$ cat src/rtl/audio_pkg.sv
// +--------------------------------------------------------------------+
// | audio_pkg: shared types and constants for the audio DMA block.     |
// | Revision: 1.0                                                      |
// +--------------------------------------------------------------------+
`default_nettype none

package audio_pkg;

  localparam int unsigned AUDIO_WORD_BYTES = 4;
  localparam int unsigned AUDIO_HALF_W     = 16;

  typedef enum logic [2:0] {
    ST_IDLE      = 3'd0,
    ST_REQ       = 3'd1,
    ST_WAIT      = 3'd2,
    ST_UNPACK_LO = 3'd3,
    ST_UNPACK_HI = 3'd4,
    ST_DRAIN     = 3'd5
  } dma_state_e;

endpackage

`default_nettype wire

$ cat src/rtl/audio_sample_fifo.sv
// +--------------------------------------------------------------------+
// | audio_sample_fifo: show-ahead synchronous sample FIFO with flush.  |
// | Revision: 1.0                                                      |
// +--------------------------------------------------------------------+
`default_nettype none

module audio_sample_fifo
  import audio_pkg::*;
#(
  parameter int unsigned WIDTH = 16,
  parameter int unsigned DEPTH = 8
) (
  input  logic                     clk_i,
  input  logic                     rst_ni,
  input  logic                     flush_i,
  input  logic                     push_i,
  input  logic [WIDTH-1:0]         data_i,
  input  logic                     pop_i,
  output logic [WIDTH-1:0]         data_o,
  output logic                     full_o,
  output logic                     empty_o,
  output logic [$clog2(DEPTH):0]   count_o
);

  localparam int unsigned PTR_W = $clog2(DEPTH);
  localparam int unsigned CNT_W = PTR_W + 1;

  logic [WIDTH-1:0] mem_q [DEPTH];
  logic [PTR_W-1:0] wr_ptr_q, rd_ptr_q;
  logic [CNT_W-1:0] count_q;
  logic             push_ok, pop_ok;

  assign empty_o = (count_q == '0);
  assign full_o  = (count_q == CNT_W'(DEPTH));
  assign count_o = count_q;
  // Head is gated so the output reads as zero whenever nothing is stored.
  assign data_o  = empty_o ? '0 : mem_q[rd_ptr_q];

  assign pop_ok  = pop_i && !empty_o;
  assign push_ok = push_i && (!full_o || pop_i);

  always_ff @(posedge clk_i or negedge rst_ni) begin
    if (!rst_ni) begin
      wr_ptr_q <= '0;
      rd_ptr_q <= '0;
      count_q  <= '0;
    end else if (flush_i) begin
      wr_ptr_q <= '0;
      rd_ptr_q <= '0;
      count_q  <= '0;
    end else begin
      if (push_ok) wr_ptr_q <= wr_ptr_q + PTR_W'(1);
      if (pop_ok)  rd_ptr_q <= rd_ptr_q + PTR_W'(1);
      if (push_ok && !pop_ok)      count_q <= count_q + CNT_W'(1);
      else if (pop_ok && !push_ok) count_q <= count_q - CNT_W'(1);
    end
  end

  always_ff @(posedge clk_i) begin
    if (push_ok && !flush_i) mem_q[wr_ptr_q] <= data_i;
  end

endmodule

`default_nettype wire

$ cat src/rtl/audio_dma.sv
// +--------------------------------------------------------------------+
// | audio_dma: fetches 32-bit words and streams two samples per word.  |
// | Revision: 1.0                                                      |
// +--------------------------------------------------------------------+
`default_nettype none

module audio_dma
  import audio_pkg::*;
#(
  parameter int unsigned SAMPLE_W   = 16,
  parameter int unsigned FIFO_DEPTH = 8
) (
  input  logic                clk_i,
  input  logic                rst_ni,
  input  logic                start_i,
  input  logic                stop_i,
  input  logic                loop_i,
  input  logic [31:0]         base_addr_i,
  input  logic [15:0]         len_words_i,
  output logic                mem_req_o,
  output logic [31:0]         mem_addr_o,
  input  logic                mem_gnt_i,
  input  logic                mem_rvalid_i,
  input  logic [31:0]         mem_rdata_i,
  output logic [SAMPLE_W-1:0] sample_o,
  output logic                sample_valid_o,
  input  logic                sample_ready_i,
  output logic                busy_o,
  output logic                done_o,
  output logic                irq_o,
  input  logic                irq_clr_i
);

  localparam int unsigned CNT_W = $clog2(FIFO_DEPTH) + 1;

  dma_state_e    state_q, state_d;
  logic [31:0]   addr_q, addr_d, base_q, base_d, hold_q, hold_d;
  logic [15:0]   len_q, len_d, wcnt_q, wcnt_d, wcnt_inc;
  logic          loop_q, loop_d, abort_q, abort_d;
  logic          done_q, done_d, irq_q, irq_d, irq_set;

  logic                fifo_push, fifo_flush, fifo_full, fifo_empty;
  logic [SAMPLE_W-1:0] fifo_wdata;
  logic [CNT_W-1:0]    fifo_count, free_cnt;
  logic                room_ok;

  // Both samples of a word are pushed only after the grant, so two free
  // slots at request time guarantee the unpack states never stall.
  assign free_cnt   = CNT_W'(FIFO_DEPTH) - fifo_count;
  assign room_ok    = !fifo_full && (free_cnt >= CNT_W'(2));
  assign mem_req_o  = (state_q == ST_REQ) && room_ok;
  assign mem_addr_o = addr_q;
  assign busy_o     = (state_q != ST_IDLE);
  assign done_o     = done_q;
  assign irq_o      = irq_q;
  assign sample_valid_o = !fifo_empty;
  assign wcnt_inc   = wcnt_q + 16'd1;

  always_comb begin
    state_d    = state_q;
    addr_d     = addr_q;
    base_d     = base_q;
    len_d      = len_q;
    wcnt_d     = wcnt_q;
    loop_d     = loop_q;
    abort_d    = abort_q;
    hold_d     = hold_q;
    done_d     = 1'b0;
    irq_set    = 1'b0;
    fifo_push  = 1'b0;
    fifo_flush = 1'b0;
    fifo_wdata = hold_q[SAMPLE_W-1:0];

    unique case (state_q)
      ST_IDLE: begin
        abort_d = 1'b0;
        if (start_i) begin
          if (len_words_i != 16'd0) begin
            base_d  = base_addr_i;
            addr_d  = base_addr_i;
            len_d   = len_words_i;
            loop_d  = loop_i;
            wcnt_d  = 16'd0;
            state_d = ST_REQ;
          end else begin
            done_d = 1'b1;
          end
        end
      end
      ST_REQ: begin
        if (mem_req_o && mem_gnt_i) begin
          // A stop racing the grant still has to retire the accepted read.
          abort_d = stop_i;
          state_d = ST_WAIT;
        end else if (stop_i) begin
          fifo_flush = 1'b1;
          state_d    = ST_IDLE;
        end
      end
      ST_WAIT: begin
        if (mem_rvalid_i) begin
          if (abort_q || stop_i) begin
            abort_d    = 1'b0;
            fifo_flush = 1'b1;
            state_d    = ST_IDLE;
          end else begin
            hold_d  = mem_rdata_i;
            state_d = ST_UNPACK_LO;
          end
        end else if (stop_i) begin
          abort_d = 1'b1;
        end
      end
      ST_UNPACK_LO: begin
        if (stop_i) begin
          fifo_flush = 1'b1;
          state_d    = ST_IDLE;
        end else begin
          fifo_push = 1'b1;
          state_d   = ST_UNPACK_HI;
        end
      end
      ST_UNPACK_HI: begin
        if (stop_i) begin
          fifo_flush = 1'b1;
          state_d    = ST_IDLE;
        end else begin
          fifo_push  = 1'b1;
          fifo_wdata = hold_q[AUDIO_HALF_W +: SAMPLE_W];
          addr_d     = addr_q + 32'(AUDIO_WORD_BYTES);
          wcnt_d     = wcnt_inc;
          if (wcnt_inc < len_q) begin
            state_d = ST_REQ;
          end else if (loop_q) begin
            addr_d  = base_q;
            wcnt_d  = 16'd0;
            irq_set = 1'b1;
            state_d = ST_REQ;
          end else begin
            state_d = ST_DRAIN;
          end
        end
      end
      ST_DRAIN: begin
        if (stop_i) begin
          fifo_flush = 1'b1;
          state_d    = ST_IDLE;
        end else if (fifo_empty) begin
          done_d  = 1'b1;
          irq_set = 1'b1;
          state_d = ST_IDLE;
        end
      end
      default: begin
        state_d = ST_IDLE;
      end
    endcase

    irq_d = irq_set ? 1'b1 : (irq_clr_i ? 1'b0 : irq_q);
  end

  always_ff @(posedge clk_i or negedge rst_ni) begin
    if (!rst_ni) begin
      state_q <= ST_IDLE;
      addr_q  <= '0;
      base_q  <= '0;
      len_q   <= '0;
      wcnt_q  <= '0;
      loop_q  <= 1'b0;
      abort_q <= 1'b0;
      hold_q  <= '0;
      done_q  <= 1'b0;
      irq_q   <= 1'b0;
    end else begin
      state_q <= state_d;
      addr_q  <= addr_d;
      base_q  <= base_d;
      len_q   <= len_d;
      wcnt_q  <= wcnt_d;
      loop_q  <= loop_d;
      abort_q <= abort_d;
      hold_q  <= hold_d;
      done_q  <= done_d;
      irq_q   <= irq_d;
    end
  end

  audio_sample_fifo #(
    .WIDTH (SAMPLE_W),
    .DEPTH (FIFO_DEPTH)
  ) u_fifo (
    .clk_i   (clk_i),
    .rst_ni  (rst_ni),
    .flush_i (fifo_flush),
    .push_i  (fifo_push),
    .data_i  (fifo_wdata),
    .pop_i   (sample_ready_i),
    .data_o  (sample_o),
    .full_o  (fifo_full),
    .empty_o (fifo_empty),
    .count_o (fifo_count)
  );

endmodule

`default_nettype wire
$ cat config.mk
export PLATFORM = sky130hd
export DESIGN_NAME = audio_dma
export DESIGN_NICKNAME = d
export VERILOG_FILES = /design/src/rtl/audio_pkg.sv /design/src/rtl/audio_sample_fifo.sv /design/src/rtl/audio_dma.sv
export SDC_FILE = /design/constraint.sdc
export NUM_CORES = 1
export LEC_CHECK = 0
export CORE_MARGIN = 3
export CORE_UTILIZATION = 64
export DETAILED_ROUTE_END_ITERATION = 10
export DONT_BUFFER_PORTS = 1
export GPL_ROUTABILITY_DRIVEN = 0
export PLACE_DENSITY = 0.8
export SYNTH_ARGS = -nofsm -noshare
export SYNTH_HDL_FRONTEND = slang
export SYNTH_SLANG_ARGS = --single-unit
export TNS_END_PERCENT = 10
$ cat constraint.sdc
create_clock -name clk_i -period 3.75 [get_ports clk_i]
set_input_delay 0.375 -clock clk_i [delete_from_list [all_inputs] [get_ports clk_i]]
set_output_delay 0.375 -clock clk_i [all_outputs]
set_load 0.02 [all_outputs]
# Word-level counts from Yosys, hierarchy flattened
# Memories as Yosys holds them, arrays and structs flattened.
# Cells that the tools add are included.
word_totals:
  inputBits: 89
  mem_count: 1
  mem_bits_rw: 128
  output_inout_bits: 53
  ff_bits: 145
  elab_cells: 131
op_classes:
  mux: 60
  magnitude_cmp: 2
  bitwise: 1
  reduce_logical: 32
  addsub: 7
  n_eq_ne: 15
memory_table:
  columns: ["name", "depth", "width", "read_ports", "rd_ports_with_merged_regs", "wr", "line", "source"]
  rows:
  - ["u_fifo.mem_q", 8, 16, 1, 0, 1, "audio_sample_fifo.sv:28", "logic [WIDTH-1:0] mem_q [DEPTH];"]
op_table:
  columns: ["cell", "count"]
  rows:
  - ["$mux W32", 5]
  - ["$mux W16", 8]
  - ["$pmux W32 S2", 1]
  - ["$mux W3", 15]
  - ["$add A32 B3 Y32 const B", 1]
  - ["$pmux W16 S2", 1]
  - ["$mux W1", 21]
  - ["$pmux W3 S6", 1]
  - ["$add A16 B1 Y16 const B", 1]
  - ["$lt A16 B16 Y1", 1]
  - ["$reduce_bool A16 Y1", 1]
  - ["$mux W4", 3]
  - ["$reduce_bool A3 Y1", 3]
  - ["$logic_and A1 B1 Y1", 8]
  - ["$ne A2 B2 Y1 const B", 4]
  - ["$reduce_and A4 Y1", 2]
  - ["$reduce_bool A2 Y1", 4]
  - ["$add A3 B1 Y3 const B", 2]
  - ["$eq A3 B2 Y1 const B", 2]
  - ["$eq A3 B3 Y1 const B", 2]
  - ["$ne A3 B2 Y1 const B", 2]
  - ["$ne A3 B3 Y1 const B", 2]
  - ["$pmux W1 S3", 2]
  - ["$reduce_and A3 Y1", 2]
  - ["other kinds (17)", 23]

# Longest topological paths before layout
logic_depth:
  ltp_word: 11
  mapped_depth: 16
  ltp_nobuf: 14

# By module
# From an unflattened synthesis, not the netlist that was laid out.
unflattened:
  cells_unflattened: 1041
  hier_area_um2: 12813.5
by_module_without_submodules:
  columns: ["module", "area_per_inst_um2", "instances", "cells_each", "seq_area_each_um2"]
  rows:
  - ["audio_dma", 7190.6, 1, 754, 3378.2]
  - ["audio_sample_fifo", 5622.9, 1, 287, 4093.9]

# Worst setup path after synthesis
# Ideal clock, no wire load.
synth_timing:
  path_kind: "reg-to-reg"
  from: "register wcnt_q[2]"
  to: "register addr_q[7] (netlist: mem_addr_o[7])"
  synth_period_minus_slack_ns: 3.230
  slack_ns: 0.520
  stages_incl_launch_ff: 16
  required_time_ns: 3.613
  arrival_ns: 3.093
  setup_time_ns: 0.137
  path_buffers: 1
  path_cell_list: "dfrtp_1 -> and3_1 -> and3_2 -> clkbuf_1 -> nand2_1 -> nor2_1 -> and3_1 -> xor2_1 -> ha_1 -> nand4_1 -> nor3_1 -> o21ai_0 -> o211a_4 -> o31a_2 -> o2bb2ai_1 -> a2bb2oi_1"
synth_via:
  elab_chain_cells: 5
synth_lines:
  columns: ["item", "line", "source"]
  rows:
  - ["start: declaration", "audio_dma.sv:38", "logic [15:0] len_q, len_d, wcnt_q, wcnt_d, wcnt_inc;"]
  - ["start signal: assignment", "audio_dma.sv:179", "wcnt_q <= wcnt_d;"]
  - ["$add A16 B1 Y16", "audio_dma.sv:57", "assign wcnt_inc = wcnt_q + 16'd1;"]
  - ["$lt A16 B16 Y1", "audio_dma.sv:132", "if (wcnt_inc < len_q) begin"]
  - ["$mux W32", "audio_dma.sv:132", null]
  - ["$mux W32", "audio_dma.sv:124", "if (stop_i) begin"]
  - ["$pmux W32 S2", "audio_dma.sv:74", "unique case (state_q)"]
  - ["end signal: assignment", "audio_dma.sv:176", "addr_q <= addr_d;"]
  - ["end: declaration", "audio_dma.sv:37", "logic [31:0] addr_q, addr_d, base_q, base_d, hold_q, hold_d;"]
# Every way passes these cells. The select of a mux whose other input is x is not followed.
# A chain may end at the register's enable or synchronous reset.

# Final worst setup path
layout_timing:
  from: "register wcnt_q[0]"
  to: "register addr_q[3] (netlist: mem_addr_o[3])"
# Same word-level chain as after synthesis.

==> run summary <==
root buf cell: clkbuf_16
global-route wire length before repair: 50.1 mm
Overflow after GRT: 0
fmax: 0.283 GHz
status: finished, final reports clean
RR Endpoint: mem_addr_o[3]
flop-to-flop setup slack: 0.22 ns
Tot GR Track Use: 28.9%
power per cell area: 741 nW/um^2
Worst setup SP type: flip-flop
Die X: 147 microns
LEAKAGE: 6.10 nW
clock buffer depth: 3
sequential power share: 45.1%
register area share after synthesis: 58.7%
CP arrival: 3.93 ns
num rows: 50
Clk Latency, worst-skew pair: 0.54 ns
Final Hold Viols: 0
max-cap check violation count: 0
crit path to: mem_addr_o[3]
worst setup path startpoint: wcnt_q[0]
die area: 21600 sq um
Die Y: 147 microns
H-tree Lvls: 1
antenna violations before repair: 0
fin crit share: 94.2%
commonest non-fill, non-tap cell in the layout: nand2_1
Mapped Nets: 1180
DRC Markers: 0
Area Overhead vs Synth: 16.3%
Clock Pin Slew Worst Setup and Hold Paths: 0.06 ns
Synth cell types: 66
Critical R2R Launch: wcnt_q[0]
CTS tree: yes
diode count: 0
share of total power in the clock network: 24.1%
commonest non-fill, non-tap cells in the layout: nand2_1, dfrtp_1, edfxtp_1
Final ANT Viol Nets: 0
fin crit period: 3.53 ns
# IOs: 142
switching part of the total: 37.2%
vias in the first global route: 9253
Synth warnings: 0
vias: 8965
WL final: 31.1 mm
internal power: 0.00689 W
Initial Util: 66.5%
nets: 1269
largest net degree at the start of global routing: 146
Least-Margin Pin Slew: 1.02 ns
TritonCTS buffer count: 28
Mapped Area: 12700 sq um
utilization after layout: 77.4%
total core area: 19100 sq um
Mean Syn Cell Area: 11.9 sq um
VDD IR-drop max: 0.000554 V
post-synthesis cell count: 1067
Post-synth EDFFs: 128
setup TNS: 0 ns
crit path capture type: flip-flop
share of cells above drive strength 1: 13.4%
count of input and output buffers: 0
Via density: 6.24
Slew Viols, Final: 0
Synth Flop Type: dfrtp_1
DR WL/cell: 21.6 microns
Critical Setup Path Class: reg -> reg
First-pass DRT Iterations: 5
clk sink count: 273
Crit path required time: 4.14 ns
#FFs+latches synth: 273
P_sw: 0.00408 W
Max transition margin: 31.9%
critical path fanouts, max: 16
Initial DRC Count: 865
Comb pwr share: 30.8%
reg2reg path depth: 13
RSZ-0062 raised after global routing: no
Post-synth ARST share: 53.1%
HPWL reported at the end of detailed placement: 18.6 mm
skew final: 0.0172 ns
endpoints failing setup: 0
Hold Crit Class: in -> reg
## cells in the mapped netlist (5+ instances only)
library cell  instances  area share [%]
buf_2                 6            0.24
ha_1                 23             2.3
o21ai_0              54             2.1
nand2b_1             11            0.54
nor2_1               46             1.4
a22oi_1              23             1.4
edfxtp_1            128              30
inv_1                27            0.80
xnor2_1              28             1.9
clkbuf_1             37             1.1
and3_1               19            0.93
nand3_1              25            0.98
o2bb2ai_1             7            0.48
buf_1                 6            0.18
nor3_1                8            0.31
dfrtp_1             145              28
a31oi_1               8            0.39
nor4_1                5            0.25
mux4_2               32             5.7
nor3b_1               5            0.29
xor2_1               16             1.1
mux2_2               32             2.8
nand4_1               9            0.44
o21ai_1              14            0.55
a21oi_1              44             1.7
mux2i_1              31             2.4
nand2_1             216             6.4
## what timing repair did
| action | in CTS | in global routing |
|---|---|---|
| hold endpoints to repair | 247 | 0 |
| buffers inserted | 0 | 1 |
| setup endpoints to repair | 0 | 12 |
| gates resized for setup | 0 | 1 |
| hold buffers | 85 | 0 |
## logic make-up after synthesis
kind of cell / after synthesis / synth area share, %
mux: 95 / 10.9
simple gates: 367 / 13.0
xor+xnor: 44 / 3.03
compound gates: 182 / 9.13
fa+ha+maj: 24 / 2.42
buf+inv: 82 / 2.87
flops: 273 / 58.7
## worst min-delay path by stage
stage	from	to	slack [ns]	depth (start not counted)
after CTS	stop_i	state_q[0]	0.008	2
after global placement	rst_ni	base_q[17]	0.08	0
final	irq_clr_i	irq_o	0.02	1
after floorplan	rst_ni	abort_q	0.08	0
after detailed placement	rst_ni	base_q[16]	0.08	0
after global routing	irq_clr_i	irq_o	0.03	1
## state kept, by name, summed over array words and instances, names as in the netlist, 3 cells and up
signal           cells
base_q              32
u_fifo.rd_ptr_q      3
len_q               16
mem_addr_o          32
wcnt_q              16
state_q              3
hold_q              32
u_fifo.count_o       4
u_fifo.wr_ptr_q      3
u_fifo.mem_q       128
## worst max-delay path, stage by stage (launching register included)
cell	delay, ns
dfrtp_1	0.43
ha_1	0.28
nand3_1	0.23
nor2_2	0.25
and3_1	0.20
xor2_1	0.09
ha_1	0.33
nand4_1	0.12
nor3_1	0.18
o21ai_0	0.24
o211a_4	0.36
nor2_4	0.35
mux2i_1	0.23
o211ai_1	0.09
## layout make-up
type | count | area (sq um)
Clock inverter | 17 | 141
Fill cell | 1129 | 4340
Inverter | 27 | 101
Sequential cell | 273 | 7470
Tap cell | 260 | 325
Clock buffer | 34 | 723
Timing Repair Buffer | 114 | 1100
Multi-Input combinational cell | 712 | 4940
## routing by layer
metal  GRT usage (%)  up-vias  share of wire (%)
met3            6.69       75                8.5
li1                -     4019                  -
met5               0        -                  0
met4            8.20        0                2.7
met1            40.5     4455                 40
met2            46.4      416                 49
## per-stage QoR
step | setup slack, ns | hold WS, ns | total power [W] | cell area [sq um] | instances
after floorplan | 0.520 | 0.0794 | 0.00728 | 12700 | 1067
after global placement | 0.397 | 0.0833 | 0.00800 | 13100 | 1300
after detailed placement | 0.222 | 0.0823 | 0.00815 | 13100 | 1300
after CTS | 0.211 | 0.00816 | 0.0109 | 14800 | 1436
after global routing | 0.00641 | 0.0252 | 0.0116 | 14800 | 1437
final | 0.217 | 0.0231 | 0.0110 | 14800 | 1437
## power groups by stage
stage	combinational [W]	sequential (W)	clock, W
floorplan	0.00264	0.00464	0
global placement	0.00305	0.00494	0
detailed placement	0.00318	0.00496	0
CTS	0.00335	0.00492	0.00268
global route	0.00375	0.00504	0.00280
finish	0.00338	0.00495	0.00264
Note: power is estimated with default switching activity, not from simulation.
